### config.mk
export PLATFORM = sky130hd
export DESIGN_NAME = bus_arb2
export DESIGN_NICKNAME = d
export VERILOG_FILES = /design/src/rtl/bus_arb2.sv
export SDC_FILE = /design/constraint.sdc
export NUM_CORES = 1
export LEC_CHECK = 0
export BUFFER_PORTS_ARGS = -buffer_cell sky130_fd_sc_hd__buf_4
export CAP_MARGIN = 20
export CORE_AREA = 3 3 125 127
export CTS_CLUSTER_SIZE = 24
export DETAILED_ROUTE_END_ITERATION = 10
export DIE_AREA = 0 0 128 130
export PLACE_DENSITY = 0.45
export RECOVER_POWER = 100
export SYNTH_ARGS = -nofsm -noshare
export SYNTH_HDL_FRONTEND = slang
export SYNTH_SLANG_ARGS = --single-unit
### constraint.sdc
create_clock -name clk -period 2.1 [get_ports clk]
set_clock_uncertainty 0.1 [all_clocks]
set_input_delay 0.42 -clock clk [delete_from_list [all_inputs] [get_ports clk]]
set_output_delay 0.42 -clock clk [all_outputs]
set_load 0.02 [all_outputs]
### src/rtl/bus_arb2.sv
// Two-master round-robin arbiter for the core cmd/rsp bus: posted writes,
// one outstanding read with response routing and a no-response watchdog.
module bus_arb2 #(
    parameter int DW      = 32,
    parameter int AW      = 32,
    parameter int TIMEOUT = 255
) (
    input  logic          clk,
    input  logic          rst_n,

    input  logic [DW-1:0] m0_cmd_wdata,
    input  logic [AW-1:0] m0_cmd_addr,
    input  logic          m0_cmd_we,
    input  logic [3:0]    m0_cmd_wem,
    input  logic          m0_cmd_valid,
    output logic          m0_cmd_ready,
    output logic [DW-1:0] m0_rsp_rdata,
    output logic          m0_rsp_valid,
    input  logic          m0_rsp_ready,
    output logic          m0_rsp_error,

    input  logic [DW-1:0] m1_cmd_wdata,
    input  logic [AW-1:0] m1_cmd_addr,
    input  logic          m1_cmd_we,
    input  logic [3:0]    m1_cmd_wem,
    input  logic          m1_cmd_valid,
    output logic          m1_cmd_ready,
    output logic [DW-1:0] m1_rsp_rdata,
    output logic          m1_rsp_valid,
    input  logic          m1_rsp_ready,
    output logic          m1_rsp_error,

    output logic [DW-1:0] s_cmd_wdata,
    output logic [AW-1:0] s_cmd_addr,
    output logic          s_cmd_we,
    output logic [3:0]    s_cmd_wem,
    output logic          s_cmd_valid,
    input  logic          s_cmd_ready,
    input  logic [DW-1:0] s_rsp_rdata,
    input  logic          s_rsp_valid,
    output logic          s_rsp_ready,
    input  logic          s_rsp_error,

    output logic          tmo_o
);

    localparam int TW = (TIMEOUT > 0) ? $clog2(TIMEOUT + 1) : 1;
    localparam logic [TW-1:0] LIMIT = TW'(TIMEOUT - 1);

    typedef enum logic [1:0] {IDLE, WAIT_RSP, TMO} state_t;

    state_t        r_state;
    logic          r_owner;
    logic          r_last;
    logic          r_tmo;
    logic [TW-1:0] r_timer;

    logic w_gnt_vld;
    logic w_gnt;
    logic w_gnt_we;
    logic w_cmd_hs;
    logic w_rsp_hs;
    logic w_own_rdy;
    logic w_limit;

    // Grant is purely combinational; a tie goes to the master not served last.
    assign w_gnt_vld = (r_state == IDLE) && (m0_cmd_valid || m1_cmd_valid);
    assign w_gnt     = (m0_cmd_valid && m1_cmd_valid) ? ~r_last : m1_cmd_valid;
    assign w_gnt_we  = w_gnt ? m1_cmd_we : m0_cmd_we;
    assign w_cmd_hs  = w_gnt_vld && s_cmd_ready;
    assign w_rsp_hs  = s_rsp_valid && s_rsp_ready;
    assign w_own_rdy = r_owner ? m1_rsp_ready : m0_rsp_ready;
    assign w_limit   = (TIMEOUT != 0) && (r_timer == LIMIT);
    assign tmo_o     = r_tmo;

    always_comb begin
        s_cmd_wdata  = '0;
        s_cmd_addr   = '0;
        s_cmd_we     = 1'b0;
        s_cmd_wem    = '0;
        s_cmd_valid  = 1'b0;
        s_rsp_ready  = 1'b0;
        m0_cmd_ready = 1'b0;
        m1_cmd_ready = 1'b0;
        m0_rsp_rdata = '0;
        m0_rsp_valid = 1'b0;
        m0_rsp_error = 1'b0;
        m1_rsp_rdata = '0;
        m1_rsp_valid = 1'b0;
        m1_rsp_error = 1'b0;
        case (r_state)
            IDLE: begin
                // Stray slave responses are swallowed while idle.
                s_rsp_ready = 1'b1;
                if (w_gnt_vld) begin
                    s_cmd_valid = 1'b1;
                    if (w_gnt) begin
                        s_cmd_wdata  = m1_cmd_wdata;
                        s_cmd_addr   = m1_cmd_addr;
                        s_cmd_we     = m1_cmd_we;
                        s_cmd_wem    = m1_cmd_wem;
                        m1_cmd_ready = s_cmd_ready;
                    end else begin
                        s_cmd_wdata  = m0_cmd_wdata;
                        s_cmd_addr   = m0_cmd_addr;
                        s_cmd_we     = m0_cmd_we;
                        s_cmd_wem    = m0_cmd_wem;
                        m0_cmd_ready = s_cmd_ready;
                    end
                end
            end
            WAIT_RSP: begin
                s_rsp_ready = w_own_rdy;
                if (r_owner) begin
                    m1_rsp_valid = s_rsp_valid;
                    m1_rsp_rdata = s_rsp_rdata;
                    m1_rsp_error = s_rsp_error;
                end else begin
                    m0_rsp_valid = s_rsp_valid;
                    m0_rsp_rdata = s_rsp_rdata;
                    m0_rsp_error = s_rsp_error;
                end
            end
            TMO: begin
                // Synthetic error response; a late slave answer is dropped.
                s_rsp_ready = 1'b1;
                if (r_owner) begin
                    m1_rsp_valid = 1'b1;
                    m1_rsp_error = 1'b1;
                end else begin
                    m0_rsp_valid = 1'b1;
                    m0_rsp_error = 1'b1;
                end
            end
            default: ;
        endcase
    end

    always_ff @(posedge clk or negedge rst_n) begin
        if (!rst_n) begin
            r_state <= IDLE;
            r_owner <= 1'b0;
            r_last  <= 1'b1;
            r_tmo   <= 1'b0;
            r_timer <= '0;
        end else begin
            r_tmo <= 1'b0;
            case (r_state)
                IDLE: begin
                    if (w_cmd_hs) begin
                        r_last <= w_gnt;
                        // Writes are posted; only reads hold the bus.
                        if (!w_gnt_we) begin
                            r_owner <= w_gnt;
                            r_timer <= '0;
                            r_state <= WAIT_RSP;
                        end
                    end
                end
                WAIT_RSP: begin
                    if (w_rsp_hs) begin
                        r_state <= IDLE;
                    end else begin
                        if (r_timer != '1)
                            r_timer <= r_timer + 1'b1;
                        if (w_limit) begin
                            r_state <= TMO;
                            r_tmo   <= 1'b1;
                        end
                    end
                end
                TMO: begin
                    if (w_own_rdy)
                        r_state <= IDLE;
                end
                default: r_state <= IDLE;
            endcase
        end
    end

endmodule

==> summary.txt <==
status -> complete, but fails checks
failing checks -> negative setup slack
non-filler instance count after layout -> 930
mux contribution to synthesized area -> 1.390%
crit path kind -> reg -> out
share of cells above drive strength 1 -> 68.90%
P_int -> 2816 uW
Reg2Reg Setup Slack -> 90 ps
multi-input logic area -> 2574 sq um
P&R area growth vs syn -> 190.7%
height of the die -> 130 um
total CTS buffers -> 3
Cell variety after synth -> 33
initial antenna violation count -> 0
largest family of logic cells by synthesized area -> simple AND/OR/NAND/NOR gates
clock share of power -> 6.8%
Post-DRT Antenna Nets -> 0
Seq/Total Area, Yosys -> 14.52%
reg-to-reg startpoint -> r_state[0]
Gate power share -> 86.6%
n_diodes -> 0
Crit path largest cell delay -> 590 ps
synthesized cell area -> 2250 sq um
slowest cell on the critical path -> dfstp_2
die area -> 16,640 sq um
Synth top area share -> 24.19%
PD cells -> 835.3 nW/um^2
Reg2Reg Depth -> 9
FF-to-FF End -> r_timer[2]
max-slew violation count -> 0
Final Hold Viols -> 0
Primary FF master, synth -> dfrtp_1
PortBufs -> 320
CP cell instances -> nand2_4, nand2_8, buf_12, nand2_1, a21oi_4, buf_6
Net Sw Frac -> 48.46%
final hold slack -> 266.3 ps
XOR/XNOR share of the synthesized area -> 0%
CTS tree -> built
Ys Warns -> 0
die width -> 128 um
sw power -> 2647 uW
Hold Crit Class -> in -> reg
final wirelength -> 15,550 um
number of enable flip-flop cells after synthesis -> 0
adder-cell share of the synthesized area -> 3.337%
wire per inst -> 16.72 um
grt ovf -> 0
# IOs -> 321
Syn Nets -> 586
Worst EP arrival -> 1670 ps
sequential cell area -> 326.6 sq um
area fraction in compound gates after synthesis -> 23.41%
fin crit period -> 2188 ps
worst setup margin -> -87.73 ps
Avg Cell Area, Syn -> 5.610 sq um
worst-case clock buffer depth -> 2
CP endpoint kind -> output port
Max-slew headroom -> 49.86%
crit-path max FO -> 15
pre-CTS setup slack -> 47.94 ps
Via density -> 4.494
Design Area, Final -> 6540 sq um
Placed Area -> 5094 sq um
number of max-cap violations -> 0
drt first-iter violations -> 62
Synth Instances -> 401
Seq pwr share -> 6.7%
period utilisation layout -> 104.2%
Worst Hold Path EP -> r_owner
TritonCTS Sinks -> 13
Pleak -> 0.003321 uW
Max Fclk -> 0.4571 GHz
via count -> 4,179
startpoint types -> flop
worst skew pair latency -> 250 ps
register bit total from synthesis -> 13
RSZ-0062 raised after global routing -> true
# fillers -> 1,436
Nets -> 932
fraction of registers with async set/reset -> 100.0%
All-Layer GR Usage -> 15.33%
Synth area leader -> nand2_1
Std-Cell Rows -> 44
final setup violating endpoints -> 46
router iterations before antenna repair -> 4
Initial Utilization -> 15.48%
cell count of the worst hold path -> 2
htree depth -> 1
Synth Area in Simple Gates -> 50.95%
first-pass GRT wire length -> 20,600 um
Clock Tree Root -> clkbuf_16
vias in the first global route -> 4,053
DRC viols -> 0
Worst Path Required -> 1580 ps
sum of negative setup slack -> -1102 ps
total core area -> 14,530 sq um
Worst-path clk slew -> 40 ps
Peak VDD IR -> 0.0003217 V
largest cells by area after synthesis -> nand2_1 (24%), a21oi_1 (16%), dfrtp_1 (13%)
Post-Place Cells -> 904
detailed placer's ending HPWL -> 11,600 um
Least-Margin Pin Slew -> 752.1 ps
commonest non-fill, non-tap cells in the layout -> buf_4 (280), nand2_1 (98), buf_6 (70), a21oi_2 (46), and3_1 (36)
most common cell after layout, fill and taps aside -> buf_4
largest net degree at the start of global routing -> 33
GPL Wtd Cong -> 0.8123
hold_sp -> m1_cmd_we
==> logic make-up after synthesis <==
| group | count (synthesis) |
|---|---|
| adders and majority gates | 6 |
| AOI/OAI and AO/OA | 95 |
| buffers and inverters | 38 |
| muxes | 3 |
| DFF | 13 |
| and+or+nand+nor | 246 |
==> power by group through the flow <==
| stage | clock (uW) | combinational [uW] | sequential, uW |
|---|---|---|---|
| after floorplan | 0 | 1850 | 339 |
| after global placement | 0 | 3500 | 361 |
| after detailed placement | 0 | 3500 | 362 |
| after CTS | 373 | 3990 | 368 |
| after global routing | 390 | 5010 | 373 |
| final | 369 | 4730 | 365 |
==> registers in the layout, indices dropped and copies added, names as in the netlist <==
signal,count
r_timer,8
r_state,2
r_last,1
r_owner,1
tmo_o,1
==> synthesized netlist by cell type (2+ instances only) <==
master	n
a21oi_1	73
and2_1	33
o21a_1	2
a221o_1	3
and3_1	36
nor2b_1	3
nand2_1	145
o21ai_1	2
nand2b_1	4
nand4_1	2
a31oi_1	6
dfrtp_1	12
nor2_1	13
o21ai_0	2
mux2i_1	2
inv_1	5
nand3_1	4
nor3b_1	3
clkbuf_1	32
ha_1	6
==> worst max path at each step <==
| stage | start | to | slack [ps] | cells after the start |
|---|---|---|---|---|
| floorplan | r_state[0] | s_cmd_wdata[12] | 1 | 6 |
| global placement | m1_cmd_valid | s_cmd_addr[3] | 70 | 6 |
| CTS | r_last | s_cmd_wdata[31] | -70 | 7 |
| detailed placement | r_state[0] | s_cmd_wem[0] | 50 | 7 |
| global route | r_last | s_cmd_wdata[23] | -150 | 6 |
| finish | r_last | s_cmd_wdata[23] | -90 | 6 |
==> metrics by stage <==
stage | total power, uW | utilization (%)
finish | 5463 | 45.00
global route | 5773 | 45.00
CTS | 4727 | 38.91
detailed placement | 3865 | 35.05
global placement | 3860 | 35.05
floorplan | 2187 | -
==> layer usage <==
layer  up-vias  global-route usage [%]  share of wire [%]
met5         -                       0                  0
met4         0                   3.059               0.91
met3        10                   3.561                8.3
met2       203                   30.56                 57
met1      1927                   16.37                 34
li1       2039                       -                  -
==> worst max-delay path: cells and delay by family (launching register included) <==
kind / cells / cell delay (ps)
AOI/OAI and AO/OA: 1 / 170
buffers and inverters: 2 / 290
DFF: 1 / 590
and+or+nand+nor: 3 / 360
==> area by class of cell <==
class,count,area share [%]
repair buffers,373,50.62
multi-input cells,351,39.35
flip-flops and latches,13,4.993
well taps,184,3.520
clock buffers,3,1.148
inverters,5,0.2870
clock inverters,1,0.07653
==> what timing repair did <==
action                                 CTS  global route
gates resized for setup                 74           200
pin swaps                               13            53
buffers inserted                         6             4
setup endpoints to repair              110           104
endpoints found under the hold margin   12             0
gates cloned                             5             8
hold buffers                             1             0
No activity file was read; power rests on OpenSTA's default activity.
